==> src/rtl/id_stage_pipe_pkg.sv <==
// Shared RV32I decode constants, ALU operation encodings and the decoded control bundle.
// Optional M-extension decode is enabled with JERISCV_M_EXT_EN (used by id_decode_comb).
package id_stage_pipe_pkg;

  localparam logic [6:0] OPC_NOP    = 7'h00;
  localparam logic [6:0] OPC_LOAD   = 7'h03;
  localparam logic [6:0] OPC_OP_IMM = 7'h13;
  localparam logic [6:0] OPC_AUIPC  = 7'h17;
  localparam logic [6:0] OPC_STORE  = 7'h23;
  localparam logic [6:0] OPC_OP     = 7'h33;
  localparam logic [6:0] OPC_LUI    = 7'h37;
  localparam logic [6:0] OPC_BRANCH = 7'h63;
  localparam logic [6:0] OPC_JALR   = 7'h67;
  localparam logic [6:0] OPC_JAL    = 7'h6F;

  localparam logic [2:0] F3_ADD = 3'd0;
  localparam logic [2:0] F3_SLL = 3'd1;
  localparam logic [2:0] F3_SR  = 3'd5;

  localparam logic [6:0] F7_BASE = 7'h00;
  localparam logic [6:0] F7_ALT  = 7'h20;
  localparam logic [6:0] F7_MEXT = 7'h01;

  typedef enum logic [4:0] {
    ALU_NOP    = 5'd0,
    ALU_ADD    = 5'd1,
    ALU_SUB    = 5'd2,
    ALU_SLL    = 5'd3,
    ALU_SLT    = 5'd4,
    ALU_SLTU   = 5'd5,
    ALU_XOR    = 5'd6,
    ALU_SRL    = 5'd7,
    ALU_SRA    = 5'd8,
    ALU_OR     = 5'd9,
    ALU_AND    = 5'd10,
    ALU_BEQ    = 5'd11,
    ALU_BNE    = 5'd12,
    ALU_BLT    = 5'd13,
    ALU_BGE    = 5'd14,
    ALU_BLTU   = 5'd15,
    ALU_BGEU   = 5'd16,
    ALU_MUL    = 5'd17,
    ALU_MULH   = 5'd18,
    ALU_MULHSU = 5'd19,
    ALU_MULHU  = 5'd20,
    ALU_DIV    = 5'd21,
    ALU_DIVU   = 5'd22,
    ALU_REM    = 5'd23,
    ALU_REMU   = 5'd24
  } alu_op_e;

  typedef struct packed {
    logic    we;
    logic    is_load;
    logic    is_store;
    logic    is_branch;
    logic    illegal;
    alu_op_e alu_op;
  } dec_ctrl_t;

  // Integer ALU op selected by funct3; alt picks SUB/SRA.
  function automatic alu_op_e alu_base(input logic [2:0] f3, input logic alt);
    case (f3)
      3'd0:    return alt ? ALU_SUB : ALU_ADD;
      3'd1:    return ALU_SLL;
      3'd2:    return ALU_SLT;
      3'd3:    return ALU_SLTU;
      3'd4:    return ALU_XOR;
      3'd5:    return alt ? ALU_SRA : ALU_SRL;
      3'd6:    return ALU_OR;
      default: return ALU_AND;
    endcase
  endfunction

endpackage

==> src/rtl/id_stage_pipe_decode.sv <==
// id_decode_comb: purely combinational RV32I decoder producing the ID/EX bundle and rs-used flags.
// Define JERISCV_M_EXT_EN to decode MUL..REMU; otherwise those encodings are illegal.
module id_decode_comb
  import id_stage_pipe_pkg::*;
#(
  parameter int unsigned XLEN   = 32,
  parameter int unsigned REG_AW = 5
) (
  input  logic [31:0]       i_inst,
  input  logic [XLEN-1:0]   i_pc,
  input  logic [XLEN-1:0]   i_rs1_data,
  input  logic [XLEN-1:0]   i_rs2_data,
  output logic [REG_AW-1:0] o_wr_addr,
  output logic [XLEN-1:0]   o_op1,
  output logic [XLEN-1:0]   o_op2,
  output logic [XLEN-1:0]   o_op1_jump,
  output logic [XLEN-1:0]   o_op2_jump,
  output logic [XLEN-1:0]   o_rs2_data,
  output dec_ctrl_t         o_ctrl,
  output logic              o_rs1_used,
  output logic              o_rs2_used
);

  logic [6:0]  opcode, f7;
  logic [2:0]  f3;
  logic [4:0]  rd;
  logic [31:0] imm_i, imm_s, imm_b, imm_u, imm_j;
  logic        legal;

  assign opcode = i_inst[6:0];
  assign f3     = i_inst[14:12];
  assign f7     = i_inst[31:25];
  assign rd     = i_inst[11:7];
  assign imm_i  = {{20{i_inst[31]}}, i_inst[31:20]};
  assign imm_s  = {{20{i_inst[31]}}, i_inst[31:25], i_inst[11:7]};
  assign imm_b  = {{19{i_inst[31]}}, i_inst[31], i_inst[7], i_inst[30:25], i_inst[11:8], 1'b0};
  assign imm_u  = {i_inst[31:12], 12'h000};
  assign imm_j  = {{11{i_inst[31]}}, i_inst[31], i_inst[19:12], i_inst[20], i_inst[30:21], 1'b0};

  always_comb begin
    o_wr_addr  = '0;
    o_op1      = '0;
    o_op2      = '0;
    o_op1_jump = '0;
    o_op2_jump = '0;
    o_rs2_data = '0;
    o_ctrl     = '{alu_op: ALU_NOP, default: '0};
    o_rs1_used = 1'b0;
    o_rs2_used = 1'b0;
    legal      = 1'b1;

    case (opcode)
      OPC_NOP: ;
      OPC_OP: begin
        o_op1 = i_rs1_data;
        o_op2 = i_rs2_data;
        o_rs1_used = 1'b1;
        o_rs2_used = 1'b1;
        o_ctrl.we  = 1'b1;
        if (f7 == F7_BASE || (f7 == F7_ALT && (f3 == F3_ADD || f3 == F3_SR)))
          o_ctrl.alu_op = alu_base(f3, f7[5]);
`ifdef JERISCV_M_EXT_EN
        else if (f7 == F7_MEXT)
          o_ctrl.alu_op = alu_op_e'(5'(ALU_MUL) + 5'(f3));
`endif
        else
          legal = 1'b0;
      end
      OPC_OP_IMM: begin
        o_op1 = i_rs1_data;
        o_op2 = XLEN'($signed(imm_i));
        o_rs1_used = 1'b1;
        o_ctrl.we  = 1'b1;
        // Only shift-immediates carry a funct7; for the rest bit 30 is immediate data.
        o_ctrl.alu_op = alu_base(f3, f3 == F3_SR && f7[5]);
        if (f3 == F3_SLL) legal = (f7 == F7_BASE);
        if (f3 == F3_SR)  legal = (f7 == F7_BASE || f7 == F7_ALT);
      end
      OPC_LOAD: begin
        o_op1 = i_rs1_data;
        o_op2 = XLEN'($signed(imm_i));
        o_rs1_used     = 1'b1;
        o_ctrl.we      = 1'b1;
        o_ctrl.is_load = 1'b1;
        o_ctrl.alu_op  = ALU_ADD;
        legal = (f3 != 3'd3 && f3 != 3'd6 && f3 != 3'd7);
      end
      OPC_STORE: begin
        o_op1      = i_rs1_data;
        o_op2      = XLEN'($signed(imm_s));
        o_rs2_data = i_rs2_data;
        o_rs1_used      = 1'b1;
        o_rs2_used      = 1'b1;
        o_ctrl.is_store = 1'b1;
        o_ctrl.alu_op   = ALU_ADD;
        legal = (f3 <= 3'd2);
      end
      OPC_BRANCH: begin
        o_op1      = i_rs1_data;
        o_op2      = i_rs2_data;
        o_op1_jump = i_pc;
        o_op2_jump = XLEN'($signed(imm_b));
        o_rs1_used       = 1'b1;
        o_rs2_used       = 1'b1;
        o_ctrl.is_branch = 1'b1;
        case (f3)
          3'd0:    o_ctrl.alu_op = ALU_BEQ;
          3'd1:    o_ctrl.alu_op = ALU_BNE;
          3'd4:    o_ctrl.alu_op = ALU_BLT;
          3'd5:    o_ctrl.alu_op = ALU_BGE;
          3'd6:    o_ctrl.alu_op = ALU_BLTU;
          3'd7:    o_ctrl.alu_op = ALU_BGEU;
          default: legal = 1'b0;
        endcase
      end
      OPC_LUI: begin
        o_op2 = XLEN'($signed(imm_u));
        o_ctrl.we     = 1'b1;
        o_ctrl.alu_op = ALU_ADD;
      end
      OPC_AUIPC: begin
        o_op1 = i_pc;
        o_op2 = XLEN'($signed(imm_u));
        o_ctrl.we     = 1'b1;
        o_ctrl.alu_op = ALU_ADD;
      end
      OPC_JAL: begin
        o_op1      = i_pc;
        o_op2      = XLEN'(4);
        o_op1_jump = i_pc;
        o_op2_jump = XLEN'($signed(imm_j));
        o_ctrl.we     = 1'b1;
        o_ctrl.alu_op = ALU_ADD;
      end
      OPC_JALR: begin
        o_op1      = i_pc;
        o_op2      = XLEN'(4);
        o_op1_jump = i_rs1_data;
        o_op2_jump = XLEN'($signed(imm_i));
        o_rs1_used    = 1'b1;
        o_ctrl.we     = 1'b1;
        o_ctrl.alu_op = ALU_ADD;
        legal = (f3 == 3'd0);
      end
      default: legal = 1'b0;
    endcase

    if (!legal) begin
      o_op1      = '0;
      o_op2      = '0;
      o_op1_jump = '0;
      o_op2_jump = '0;
      o_rs2_data = '0;
      o_ctrl     = '{alu_op: ALU_NOP, default: '0};
      o_ctrl.illegal = 1'b1;
      o_rs1_used = 1'b0;
      o_rs2_used = 1'b0;
    end else if (opcode != OPC_NOP) begin
      o_wr_addr = REG_AW'(rd);
    end

    if (rd == 5'd0) o_ctrl.we = 1'b0;
  end

endmodule

==> src/rtl/id_stage_pipe.sv <==
// Registered RV32I decode stage: valid/ready ID/EX register, load-use interlock, flush and stall counter.
// JERISCV_M_EXT_EN (see id_decode_comb) enables M-extension decode.
module id_stage_pipe
  import id_stage_pipe_pkg::*;
#(
  parameter int unsigned XLEN   = 32,
  parameter int unsigned REG_AW = 5,
  parameter int unsigned CNT_W  = 16
) (
  input  logic              i_clk,
  input  logic              i_rst,
  input  logic              i_valid,
  output logic              o_ready,
  input  logic [31:0]       i_inst,
  input  logic [XLEN-1:0]   i_inst_addr,
  output logic [REG_AW-1:0] o_reg1_raddr,
  output logic [REG_AW-1:0] o_reg2_raddr,
  input  logic [XLEN-1:0]   i_reg1_data,
  input  logic [XLEN-1:0]   i_reg2_data,
  input  logic              i_ex_load,
  input  logic [REG_AW-1:0] i_ex_rd,
  input  logic              i_flush,
  output logic              o_valid,
  input  logic              i_ready,
  output logic              o_reg_we,
  output logic [REG_AW-1:0] o_reg_wr_addr,
  output logic [XLEN-1:0]   o_op1,
  output logic [XLEN-1:0]   o_op2,
  output logic [XLEN-1:0]   o_op1_jump,
  output logic [XLEN-1:0]   o_op2_jump,
  output logic [XLEN-1:0]   o_rs2_data,
  output logic [4:0]        o_alu_op,
  output logic              o_is_load,
  output logic              o_is_store,
  output logic              o_is_branch,
  output logic              o_illegal,
  output logic [CNT_W-1:0]  o_stall_cnt
);

  logic [REG_AW-1:0] dec_wr_addr;
  logic [XLEN-1:0]   dec_op1, dec_op2, dec_op1_jump, dec_op2_jump, dec_rs2_data;
  dec_ctrl_t         dec_ctrl;
  logic              rs1_used, rs2_used;
  logic              hazard, accept;

  logic              valid_q, valid_d;
  logic [REG_AW-1:0] wr_addr_q, wr_addr_d;
  logic [XLEN-1:0]   op1_q, op1_d, op2_q, op2_d;
  logic [XLEN-1:0]   op1_jump_q, op1_jump_d, op2_jump_q, op2_jump_d;
  logic [XLEN-1:0]   rs2_data_q, rs2_data_d;
  dec_ctrl_t         ctrl_q, ctrl_d;
  logic [CNT_W-1:0]  stall_q, stall_d;

  id_decode_comb #(
    .XLEN   (XLEN),
    .REG_AW (REG_AW)
  ) u_decode (
    .i_inst     (i_inst),
    .i_pc       (i_inst_addr),
    .i_rs1_data (i_reg1_data),
    .i_rs2_data (i_reg2_data),
    .o_wr_addr  (dec_wr_addr),
    .o_op1      (dec_op1),
    .o_op2      (dec_op2),
    .o_op1_jump (dec_op1_jump),
    .o_op2_jump (dec_op2_jump),
    .o_rs2_data (dec_rs2_data),
    .o_ctrl     (dec_ctrl),
    .o_rs1_used (rs1_used),
    .o_rs2_used (rs2_used)
  );

  assign o_reg1_raddr = REG_AW'(i_inst[19:15]);
  assign o_reg2_raddr = REG_AW'(i_inst[24:20]);

  assign hazard  = i_ex_load && (i_ex_rd != '0) &&
                   ((rs1_used && i_ex_rd == o_reg1_raddr) || (rs2_used && i_ex_rd == o_reg2_raddr));
  assign o_ready = !i_flush && !hazard && (!valid_q || i_ready);
  assign accept  = i_valid && o_ready;

  always_comb begin
    valid_d    = valid_q;
    wr_addr_d  = wr_addr_q;
    op1_d      = op1_q;
    op2_d      = op2_q;
    op1_jump_d = op1_jump_q;
    op2_jump_d = op2_jump_q;
    rs2_data_d = rs2_data_q;
    ctrl_d     = ctrl_q;
    stall_d    = stall_q;

    if (i_flush) begin
      valid_d = 1'b0;
    end else if (accept) begin
      valid_d    = 1'b1;
      wr_addr_d  = dec_wr_addr;
      op1_d      = dec_op1;
      op2_d      = dec_op2;
      op1_jump_d = dec_op1_jump;
      op2_jump_d = dec_op2_jump;
      rs2_data_d = dec_rs2_data;
      ctrl_d     = dec_ctrl;
    end else if (valid_q && i_ready) begin
      valid_d = 1'b0;
    end

    // A bubble is only counted when the slot would otherwise have been filled.
    if (!i_flush && i_valid && hazard && (!valid_q || i_ready) && stall_q != '1)
      stall_d = stall_q + 1'b1;
  end

  always_ff @(posedge i_clk or negedge i_rst) begin
    if (!i_rst) begin
      valid_q    <= 1'b0;
      wr_addr_q  <= '0;
      op1_q      <= '0;
      op2_q      <= '0;
      op1_jump_q <= '0;
      op2_jump_q <= '0;
      rs2_data_q <= '0;
      ctrl_q     <= '{alu_op: ALU_NOP, default: '0};
      stall_q    <= '0;
    end else begin
      valid_q    <= valid_d;
      wr_addr_q  <= wr_addr_d;
      op1_q      <= op1_d;
      op2_q      <= op2_d;
      op1_jump_q <= op1_jump_d;
      op2_jump_q <= op2_jump_d;
      rs2_data_q <= rs2_data_d;
      ctrl_q     <= ctrl_d;
      stall_q    <= stall_d;
    end
  end

  assign o_valid       = valid_q;
  assign o_reg_we      = ctrl_q.we;
  assign o_reg_wr_addr = wr_addr_q;
  assign o_op1         = op1_q;
  assign o_op2         = op2_q;
  assign o_op1_jump    = op1_jump_q;
  assign o_op2_jump    = op2_jump_q;
  assign o_rs2_data    = rs2_data_q;
  assign o_alu_op      = ctrl_q.alu_op;
  assign o_is_load     = ctrl_q.is_load;
  assign o_is_store    = ctrl_q.is_store;
  assign o_is_branch   = ctrl_q.is_branch;
  assign o_illegal     = ctrl_q.illegal;
  assign o_stall_cnt   = stall_q;

endmodule

==> config.mk <==
export PLATFORM = sky130hd
export DESIGN_NAME = id_stage_pipe
export DESIGN_NICKNAME = d
export VERILOG_FILES = /design/src/rtl/id_stage_pipe_pkg.sv /design/src/rtl/id_stage_pipe_decode.sv /design/src/rtl/id_stage_pipe.sv
export SDC_FILE = /design/constraint.sdc
export NUM_CORES = 1
export LEC_CHECK = 0
export ABC_AREA = 1
export BUFFER_PORTS_ARGS = -buffer_cell sky130_fd_sc_hd__buf_4
export CAP_MARGIN = 20
export CELL_PAD_IN_SITES_DETAIL_PLACEMENT = 0
export CELL_PAD_IN_SITES_GLOBAL_PLACEMENT = 1
export CORE_MARGIN = 2
export CORE_UTILIZATION = 37
export CTS_BUF_LIST = sky130_fd_sc_hd__clkbuf_8
export CTS_CLUSTER_SIZE = 10
export DETAILED_ROUTE_END_ITERATION = 10
export GPL_ROUTABILITY_DRIVEN = 0
export HOLD_SLACK_MARGIN = 0.05
export PLACE_DENSITY = 0.81
export SETUP_SLACK_MARGIN = 0.05
export SLEW_MARGIN = 5
export SYNTH_ARGS = -nofsm -noshare
export SYNTH_HDL_FRONTEND = slang
export SYNTH_HIERARCHICAL = 1
export SYNTH_SLANG_ARGS = --single-unit
==> constraint.sdc <==
create_clock -name i_clk -period 1.9 [get_ports i_clk]
set_input_delay 0.095 -clock i_clk [delete_from_list [all_inputs] [get_ports i_clk]]
set_output_delay 0.095 -clock i_clk [all_outputs]
set_load 0.05 [all_outputs]
==> results of run 1 <==
layer usage:
| metal | wire [um] | part of all wire | up-vias | global-route usage |
|---|---|---|---|---|
| li1 | - | - | 5886 | - |
| met1 | 19100 | 0.43 | 5839 | 0.362 |
| met2 | 20900 | 0.47 | 523 | 0.446 |
| met3 | 3310 | 0.074 | 92 | 0.0589 |
| met4 | 1510 | 0.034 | 0 | 0.0981 |
| met5 | 0 | 0 | - | 0 |
final timing paths:
kind	depth (start not counted)	end	from	slack, ns
worst max-delay path	18	o_ready	i_inst[0]	-0.15
worst min-delay path	5	o_op2[3]	i_inst[23]	0.07
worst max register to register	9	o_stall_cnt[15]	o_stall_cnt[2]	0.17
worst min register to register	2	o_op2[4]	o_op2[4]	0.48
max in group asynchronous	3	o_illegal	i_rst	1.12
min in group asynchronous	2	o_op1_jump[1]	i_rst	0.13
cells in the final DEF (no fill, tap or decap), types with 21 or more instances in the layout:
cell type      netlist  routed
nand2_1            541     524
a22oi_1             36      36
dlygate4sd3_1        0     104
nor2_1             180     167
buf_12               0      21
a21oi_1             67      65
nand3_1            215     198
dfrtp_1            192     191
buf_4               45     415
inv_1              100      99
power groups by stage:
stage               sequential, mW  combinational [mW]  clock, mW
finish                        4.11                1.44       2.97
global route                  4.11                1.54       3.20
CTS                           4.11                1.35       3.03
detailed placement            4.19                1.15          0
global placement              4.19                1.15          0
floorplan                     4.25               0.446          0
kinds of logic (layout without fill, tap and decap cells):
family                     after synthesis  count (layout)
xor gates and xnor gates                 7               7
AOI/OAI and AO/OA                      146             146
DFF                                    192             192
adders and majority gates                1               1
other                                    0               1
buffers and inverters                  231             712
and+or+nand+nor                        978             983
state kept, by name, summed over array words and instances, names as in the netlist, 5 cells and up:
register and cells:
o_op2 32, o_op1_jump 32, o_rs2_data 32, o_op2_jump 32, o_stall_cnt 16, o_alu_op 5
o_reg_wr_addr 5, o_op1 32
through the flow:
step	setup TNS (ns)	instance area, um^2
4_1_cts	-0.119	16100
5_1_grt	-8.98	16700
6_report	-0.151	16700
2_1_floorplan	-43.50	11200
3_3_place_gp	-78.06	14500
3_5_place_dp	-87.00	14500
timing repair:
action	CTS	global route
hold endpoints to repair	272	0
setup endpoints to repair	24	193
cloned	0	18
gates resized for setup	26	46
pin swaps	14	21
buffers inserted	5	3
hold buffers	104	0
tightest hold or removal path, cell delays in order:
cell	delay, ns
buf_4	0.15
nand2_1	0.07
a21oi_1	0.08
nand3_1	0.09
nand2_1	0.05
layout make-up:
type / count / share of cell area
Inverter: 113 / 0.0276
Clock inverter: 13 / 0.00894
Antenna cell: 1 / 0.000150
Multi-Input combinational cell: 1137 / 0.326
Sequential cell: 192 / 0.288
Timing Repair Buffer: 567 / 0.305
Clock buffer: 19 / 0.0157
Tap cell: 384 / 0.0288
==> out/qor.yml, run 1 <==
layout:
  seqCellArea_um2: 4810
  multiInputGateArea_um2: 5430
  fillers: 2749
  fin_cells: 2426
  syn_to_final_growth_pct: 52.5
  drive_above_1_share: 0.288
  nets: 2168
  finish.utilization: 0.577
timing:
  fmax_mhz: 488
  hold_slack_ns: 0.0674
  setup_violations: 1
  fin_crit_ns: 2.05
  rsz0062_at_grt: "true"
  fin_ws_ns: -0.151
  skew_ns: 0.0197
  tightest_slew_ns: 0.683
  finalCritPeriodShare: 1.08
  timing_hold_violations_final: 0
  drv_slew: 0
  slew_headroom: 0.545
power:
  leakagePower_nw: 8.92
  switching_share: 0.297
  power.density_nw_per_um2: 511
  internal_power_mw: 5.99
  sequentialPowerShare: 0.482
  peakVddDrop_v: 0.000320
  combPwrFrac: 0.169
  finalPower_mw: 8.52
  clockPowerShare: 0.349
  p_sw_mw: 2.53
logic_synthesis:
  synth_top_area_frac: 0.440
  synth_top_family_by_area: "simple AND/OR/NAND/NOR gates"
  synthTopCellsByArea: "dfrtp_1 44%, nand2_1 19%, nand3_1 9.8%, nor2_1 6.2%, inv_1 3.4%"
  synth-compound-area-share: 0.0809
  synthTopCellsByCount: "541 x nand2_1, 215 x nand3_1, 192 x dfrtp_1"
  synth.avg_cell_area_um2: 7.03
  synth-async-reset-ratio: 1.00
  netlist_area_um2: 10900
  synthFlopType: "dfrtp_1"
  yosys.area.top_type: "dfrtp_1"
  yosysSeqAreaShare: 0.440
  synth_most_common_cell: "nand2_1"
  yosys.area_share.adder: 0.00115
  synth_edf_count: 0
  synth_xor_area_frac: 0.00561
  synth.distinct_cells: 36
  synth_fp_nets: 1695
  yosys_warnings: 6
  yosys.area_share.simple: 0.371
  synthCells: 1555
  synthMuxAreaShare: 0
  ys_ff_latch: 192
global_routing:
  antenna_found_initial: 0
  grtUsageTotal: 0.275
  grt_pass1_wl_mm: 66.8
  grt_max_degree: 85
  grt.overflow.total: 0
  grt_pass1_vias: 12200
setup_path:
  critical_path_class: "in -> out"
  cp_cell_sequence: "buf_4 -> nand2_4 -> nor2_4 -> buf_12 -> nand3_4 -> nand2_2 -> nor2_1 -> nand2_1 -> nor2_4 -> nor2_2 -> nand2_1 -> nor2_1 -> nand3_1 -> nand2_2 -> buf_12 -> buf_4 -> a211oi_4 -> buf_6"
  end_kind: "output pin"
  timing.critical_path.arrival_ns: 1.96
  cp_slowest_cell: "a211oi_4"
  path_delay_family: "simple AND/OR/NAND/NOR gates"
  cp-start-kind: "input pin"
  required_ns: 1.80
  path_max_fanout: 7
  max_stage_delay_ns: 0.22
  worst-path-buf-inv: 5
run_status:
  failed_checks: "setup timing"
  status: "finished with violations"
flow_run:
  drv_cap: 0
routing:
  wl_per_cell_um: 18.5
  drt_iter0_markers: 952
  vias: 12300
  drc: 0
  first_pass_iters: 5
  wl_mm: 44.9
  ant_nets: 0
  vias_per_cell: 5.09
clock_network:
  insertion_delay_ns: 0.50
  ctsHtreeMaxLevel: 4
  clk_pin_slew_worst_paths_ns: 0.11
  cts_buffer_depth: 2
  cts_tree: "done"
  cts_buffers: 17
  cts_sinks: 192
  ctsRootBufferMaster: "clkbuf_8"
die:
  initial_core_util: 0.379
  core_um2: 28900
  fp.dieArea_um2: 30900
  die_x_um: 176
  ios: 342
  row_count: 62
  die_y_um: 176
placed_design:
  dp_hpwl_mm: 30.0
  dp_cells: 2264
  pre_cts_ws_ns: -0.507
  io_buffers: 341
worst_hold_path:
  hold_path_class: "in -> reg"
(Power assumes the default switching activity.)
==> inputs of run 2 (changes only) <==
--- a/config.mk
+++ b/config.mk
@@ -24,3 +24,4 @@
 export SYNTH_HDL_FRONTEND = slang
 export SYNTH_HIERARCHICAL = 1
 export SYNTH_SLANG_ARGS = --single-unit
+export TNS_END_PERCENT = 30
==> out/qor.yml, run 2 (same netlist as run 1, synthesis figures left out) <==
run_status:
  status: "finished with violations"
  failed_checks: "setup timing"
power:
  p_sw_mw: 2.53
  power.density_nw_per_um2: 518
  peakVddDrop_v: 0.000352
  switching_share: 0.298
  clockPowerShare: 0.349
  leakagePower_nw: 8.84
  internal_power_mw: 5.96
  combPwrFrac: 0.167
  finalPower_mw: 8.49
  sequentialPowerShare: 0.484
clock_network:
  insertion_delay_ns: 0.49
  cts_sinks: 192
  cts_buffers: 17
  ctsRootBufferMaster: "clkbuf_8"
  cts_tree: "done"
  clk_pin_slew_worst_paths_ns: 0.10
  ctsHtreeMaxLevel: 4
  cts_buffer_depth: 2
routing:
  wl_mm: 43.7
  drt_iter0_markers: 979
  wl_per_cell_um: 18.0
  vias_per_cell: 5.08
  first_pass_iters: 5
  drc: 0
  ant_nets: 0
  vias: 12300
die:
  die_y_um: 176
  initial_core_util: 0.379
  core_um2: 28900
  die_x_um: 176
  row_count: 62
  ios: 342
  fp.dieArea_um2: 30900
setup_path:
  critical_path_class: "in -> out"
  cp-start-kind: "input pin"
  cp_cell_sequence: "buf_12 -> buf_6 -> nand3_2 -> nand2_2 -> buf_4 -> nand2_1 -> nand2_1 -> nand2_2 -> nand2_2 -> nor2_4 -> nor2_2 -> nand2_1 -> nor2_1 -> nand3_1 -> nand2_2 -> buf_12 -> a211oi_4 -> buf_6"
  crit_path_frequent_cell: "nand2_2"
  timing.critical_path.arrival_ns: 1.83
  max_stage_delay_ns: 0.21
  reg2regPathDepth: 7
  r2r-end: "o_rs2_data[6]"
  r2r-start: "o_valid"
  path_max_fanout: 7
  rrSetupSlack_ns: 0.12
  cp_slowest_cell: "a211oi_4"
  end_kind: "output pin"
  required_ns: 1.80
global_routing:
  grtUsageTotal: 0.266
  antenna_found_initial: 1
  grt_pass1_wl_mm: 64.8
  grt_pass1_vias: 11800
  grt_max_degree: 121
  grt.overflow.total: 0
placed_design:
  dp_hpwl_mm: 28.8
  pre_cts_ws_ns: -0.533
  io_buffers: 341
timing:
  drv_slew: 0
  rsz0062_at_grt: "true"
  fin_crit_ns: 1.92
  setup_violations: 1
  setup_tns_ns: -0.0247
  tightest_slew_ns: 0.561
  slew_headroom: 0.626
  fin_ws_ns: -0.0247
  skew_ns: 0.0145
  fmax_mhz: 520
  timing_hold_violations_final: 0
  finalCritPeriodShare: 1.01
layout:
  mostFrequentLayoutCells: "528 x nand2_1, 412 x buf_4, 205 x nand3_1"
  drive_above_1_share: 0.275
  nets: 2161
  layout_commonest_cell: "nand2_1"
  syn_to_final_growth_pct: 50.2
  fillers: 2787
worst_hold_path:
  holdPathEnd: "o_op2[4]"
  hold_path_depth: 5
  min-delay-start: "i_inst[24]"
  hold_path_class: "in -> reg"
flow_run:
  drv_cap: 0
-- run 2: cell type report --
cell class                      instances  area (um^2)  area share
Sequential cell                       192         4800       0.293
Tap cell                              384          480      0.0293
Inverter                              113          455      0.0278
Clock buffer                           18          248      0.0151
Timing Repair Buffer                  564         5000       0.305
Clock inverter                         14          170      0.0104
Antenna cell                            1         2.50    0.000153
Multi-Input combinational cell       1133         5240       0.320
-- run 2: worst max-delay path, delay by kind of cell --
| family | cells | cell delay, ns |
|---|---|---|
| simple gates | 12 | 0.84 |
| compound gates | 1 | 0.21 |
| buf+inv | 5 | 0.67 |
-- run 2: metal layers --
metal / global-route usage / vias to the layer above / part of all wire
li1: - / 5858 / -
met1: 0.368 / 5839 / 0.43
met2: 0.422 / 533 / 0.46
met3: 0.0448 / 69 / 0.078
met4: 0.0909 / 0 / 0.029
met5: 0 / - / 0
-- run 2: stage by stage --
step                      area (um^2)  hold WS (ns)  std cells  utilization
after detailed placement        14300        0.0954       2250        0.495
after global routing            16400        0.0680       2419        0.568
after floorplan                 11200        -0.201       1555            -
after global placement          14300        0.0956       2250        0.495
after CTS                       16000        0.0513       2405        0.555
final                           16400        0.0782       2419        0.568
-- run 2: worst max path at each step --
stage | start | to | slack, ns | depth (start not counted)
2_1_floorplan | i_inst[2] | o_op2_jump[20] | -0.26 | 21
3_3_place_gp | i_inst[2] | o_op1[0] | -0.50 | 14
3_5_place_dp | i_inst[2] | o_valid | -0.53 | 18
4_1_cts | i_inst[2] | o_ready | -0.009 | 18
5_1_grt | i_inst[2] | o_ready | -0.11 | 17
6_report | i_inst[12] | o_ready | -0.02 | 18
-- run 2: power groups by stage --
stage               clock network [mW]  logic, mW  registers [mW]
floorplan                            0      0.443            4.25
global placement                     0       1.10            4.19
detailed placement                   0       1.10            4.19
CTS                               3.04       1.33            4.11
global route                      3.18       1.51            4.11
finish                            2.97       1.41            4.11
-- run 2: what timing repair did --
item / 4_1_cts / 5_1_grt
buffers inserted: 18 / 4
endpoints found under the hold margin: 310 / 0
hold buffers: 107 / 0
pin swaps: 25 / 13
resized for setup: 31 / 36
endpoints found under the setup margin: 72 / 192
cloned: 0 / 11
==> inputs of run 3 (changes only) <==
--- a/config.mk
+++ b/config.mk
@@ -17,7 +17,7 @@
 export DETAILED_ROUTE_END_ITERATION = 10
 export GPL_ROUTABILITY_DRIVEN = 0
 export HOLD_SLACK_MARGIN = 0.05
-export PLACE_DENSITY = 0.81
+export PLACE_DENSITY_LB_ADDON = 0.1
 export SETUP_SLACK_MARGIN = 0.05
 export SLEW_MARGIN = 5
 export SYNTH_ARGS = -nofsm -noshare
==> out/qor.yml, run 3 (same netlist as run 1, synthesis figures left out) <==
setup_path:
  timing.critical_path.arrival_ns: 1.81
  rrSetupSlack_ns: 0.22
  r2r-start: "o_stall_cnt[2]"
  reg2regPathDepth: 9
  cp-endpoint: "o_ready"
  cp-start-kind: "input pin"
  r2r-end: "o_stall_cnt[15]"
  end_kind: "output pin"
  required_ns: 1.80
  critical_path_class: "in -> out"
  cp-startpoint: "i_inst[3]"
  path_max_fanout: 4
clock_network:
  clk_pin_slew_worst_paths_ns: 0.10
  ctsHtreeMaxLevel: 4
  cts_buffers: 17
  cts_buffer_depth: 2
  cts_sinks: 192
  ctsRootBufferMaster: "clkbuf_8"
  insertion_delay_ns: 0.48
  cts_tree: "done"
routing:
  ant_nets: 0
  wl_mm: 42.8
  first_pass_iters: 6
  drc: 0
  drt_iter0_markers: 1118
  vias: 12200
  vias_per_cell: 5.02
  wl_per_cell_um: 17.6
layout:
  nets: 2168
  drive_above_1_share: 0.279
  syn_to_final_growth_pct: 50.1
  mostFrequentLayoutCells: "527 x nand2_1, 419 x buf_4, 210 x nand3_1"
  layout_commonest_cell: "nand2_1"
  fillers: 2789
timing:
  finalCritPeriodShare: 1.00
  setup_violations: 1
  tightest_slew_ns: 0.471
  fin_crit_ns: 1.91
  rsz0062_at_grt: "true"
  skew_ns: 0.0129
  slew_headroom: 0.686
  drv_slew: 0
  fmax_mhz: 524
  setup_tns_ns: -0.00727
  timing_hold_violations_final: 0
  fin_ws_ns: -0.00727
die:
  initial_core_util: 0.379
  die_x_um: 176
  die_y_um: 176
  core_um2: 28900
  ios: 342
  row_count: 62
  fp.dieArea_um2: 30900
global_routing:
  grt_pass1_wl_mm: 65.1
  grt.overflow.total: 0
  antenna_found_initial: 1
  grt_max_degree: 73
  grt_pass1_vias: 11700
  grtUsageTotal: 0.268
placed_design:
  dp_hpwl_mm: 29.6
  io_buffers: 341
power:
  leakagePower_nw: 8.82
  peakVddDrop_v: 0.000320
  power.density_nw_per_um2: 503
  finalPower_mw: 8.25
run_status:
  status: "finished with violations"
  failed_checks: "setup timing"
flow_run:
  drv_cap: 0
worst_hold_path:
  hold_path_class: "in -> reg"
-- run 3: cell types whose count changed in the layout (fill, tap and decap cells not counted), moves of 3 or more --
cell           change
buf_4              +7
nor2_2             +6
o21ai_1            -3
dlygate4sd3_1      +6
nand3_2            -6
buf_8              -4
nand3_1            +5
nor2_1             -6
o21ai_0            +3
-- run 3: where the power goes --
part / switching, mW / internal [mW] / leakage (nW)
logic: 0.784 / 0.591 / 6.03
clock network: 1.68 / 1.08 / 0.190
registers: 0.00989 / 4.10 / 2.60
total: 2.47 / 5.77 / 8.82
-- run 3: layout make-up --
cell class | count | area (um^2) | area share
diodes | 1 | 2.50 | 0.000153
clock buffers | 17 | 234 | 0.0143
clock inverters | 15 | 149 | 0.00908
inverters | 113 | 458 | 0.0279
multi-input cells | 1132 | 5250 | 0.320
flip-flops and latches | 192 | 4810 | 0.293
well taps | 384 | 480 | 0.0293
repair buffers | 572 | 5010 | 0.306
-- run 3: worst max-delay path, stage by stage --
cell      delay [ns]
buf_8           0.10
inv_12          0.03
buf_4           0.13
nand2_4         0.06
nor2_4          0.05
nand3_1         0.12
nand2_2         0.07
nor2_2          0.09
nand2_2         0.08
nor2_4          0.15
a21oi_2         0.04
nand2_1         0.07
nor2_1          0.05
nand3_1         0.08
nand2_2         0.08
buf_6           0.13
a211oi_4        0.19
buf_6           0.19
-- run 3: stage by stage --
| stage | utilization | std cells | hold slack (ns) | worst slack (ns) | cell area (um^2) |
|---|---|---|---|---|---|
| after floorplan | - | 1555 | -0.201 | -0.258 | 11200 |
| after global placement | 0.501 | 2264 | 0.0975 | -0.436 | 14500 |
| after detailed placement | 0.501 | 2264 | 0.0962 | -0.528 | 14500 |
| after CTS | 0.559 | 2414 | 0.0537 | -0.0490 | 16100 |
| after global routing | 0.568 | 2426 | 0.0548 | -0.129 | 16400 |
| final | 0.568 | 2426 | 0.0811 | -0.00727 | 16400 |
-- run 3: what timing repair did --
action / in CTS / in global routing
endpoints found under the hold margin: 311 / 0
gates cloned: 0 / 4
hold buffers: 114 / 0
setup buffers: 5 / 8
pin swaps: 14 / 21
setup endpoints to repair: 50 / 101
resized for setup: 29 / 34
-- run 3: routing by layer --
metal  up-vias  GRT usage  part of all wire
li1       5865          -                 -
met1      5753      0.372              0.44
met2       505      0.430              0.47
met3        47     0.0498             0.075
met4         0     0.0740             0.020
met5         -          0                 0
-- run 3: how the worst min path moves through the flow --
stage	slack [ns]	end	start	cells after the start
after floorplan	-0.20	o_alu_op[0]	i_rst	0
after global placement	0.1	o_rs2_data[11]	i_rst	1
after detailed placement	0.1	o_rs2_data[9]	i_rst	1
after CTS	0.05	o_op2[3]	i_inst[23]	5
after global routing	0.05	o_op1[3]	i_inst_addr[3]	5
final	0.08	o_op1[3]	i_inst_addr[3]	5
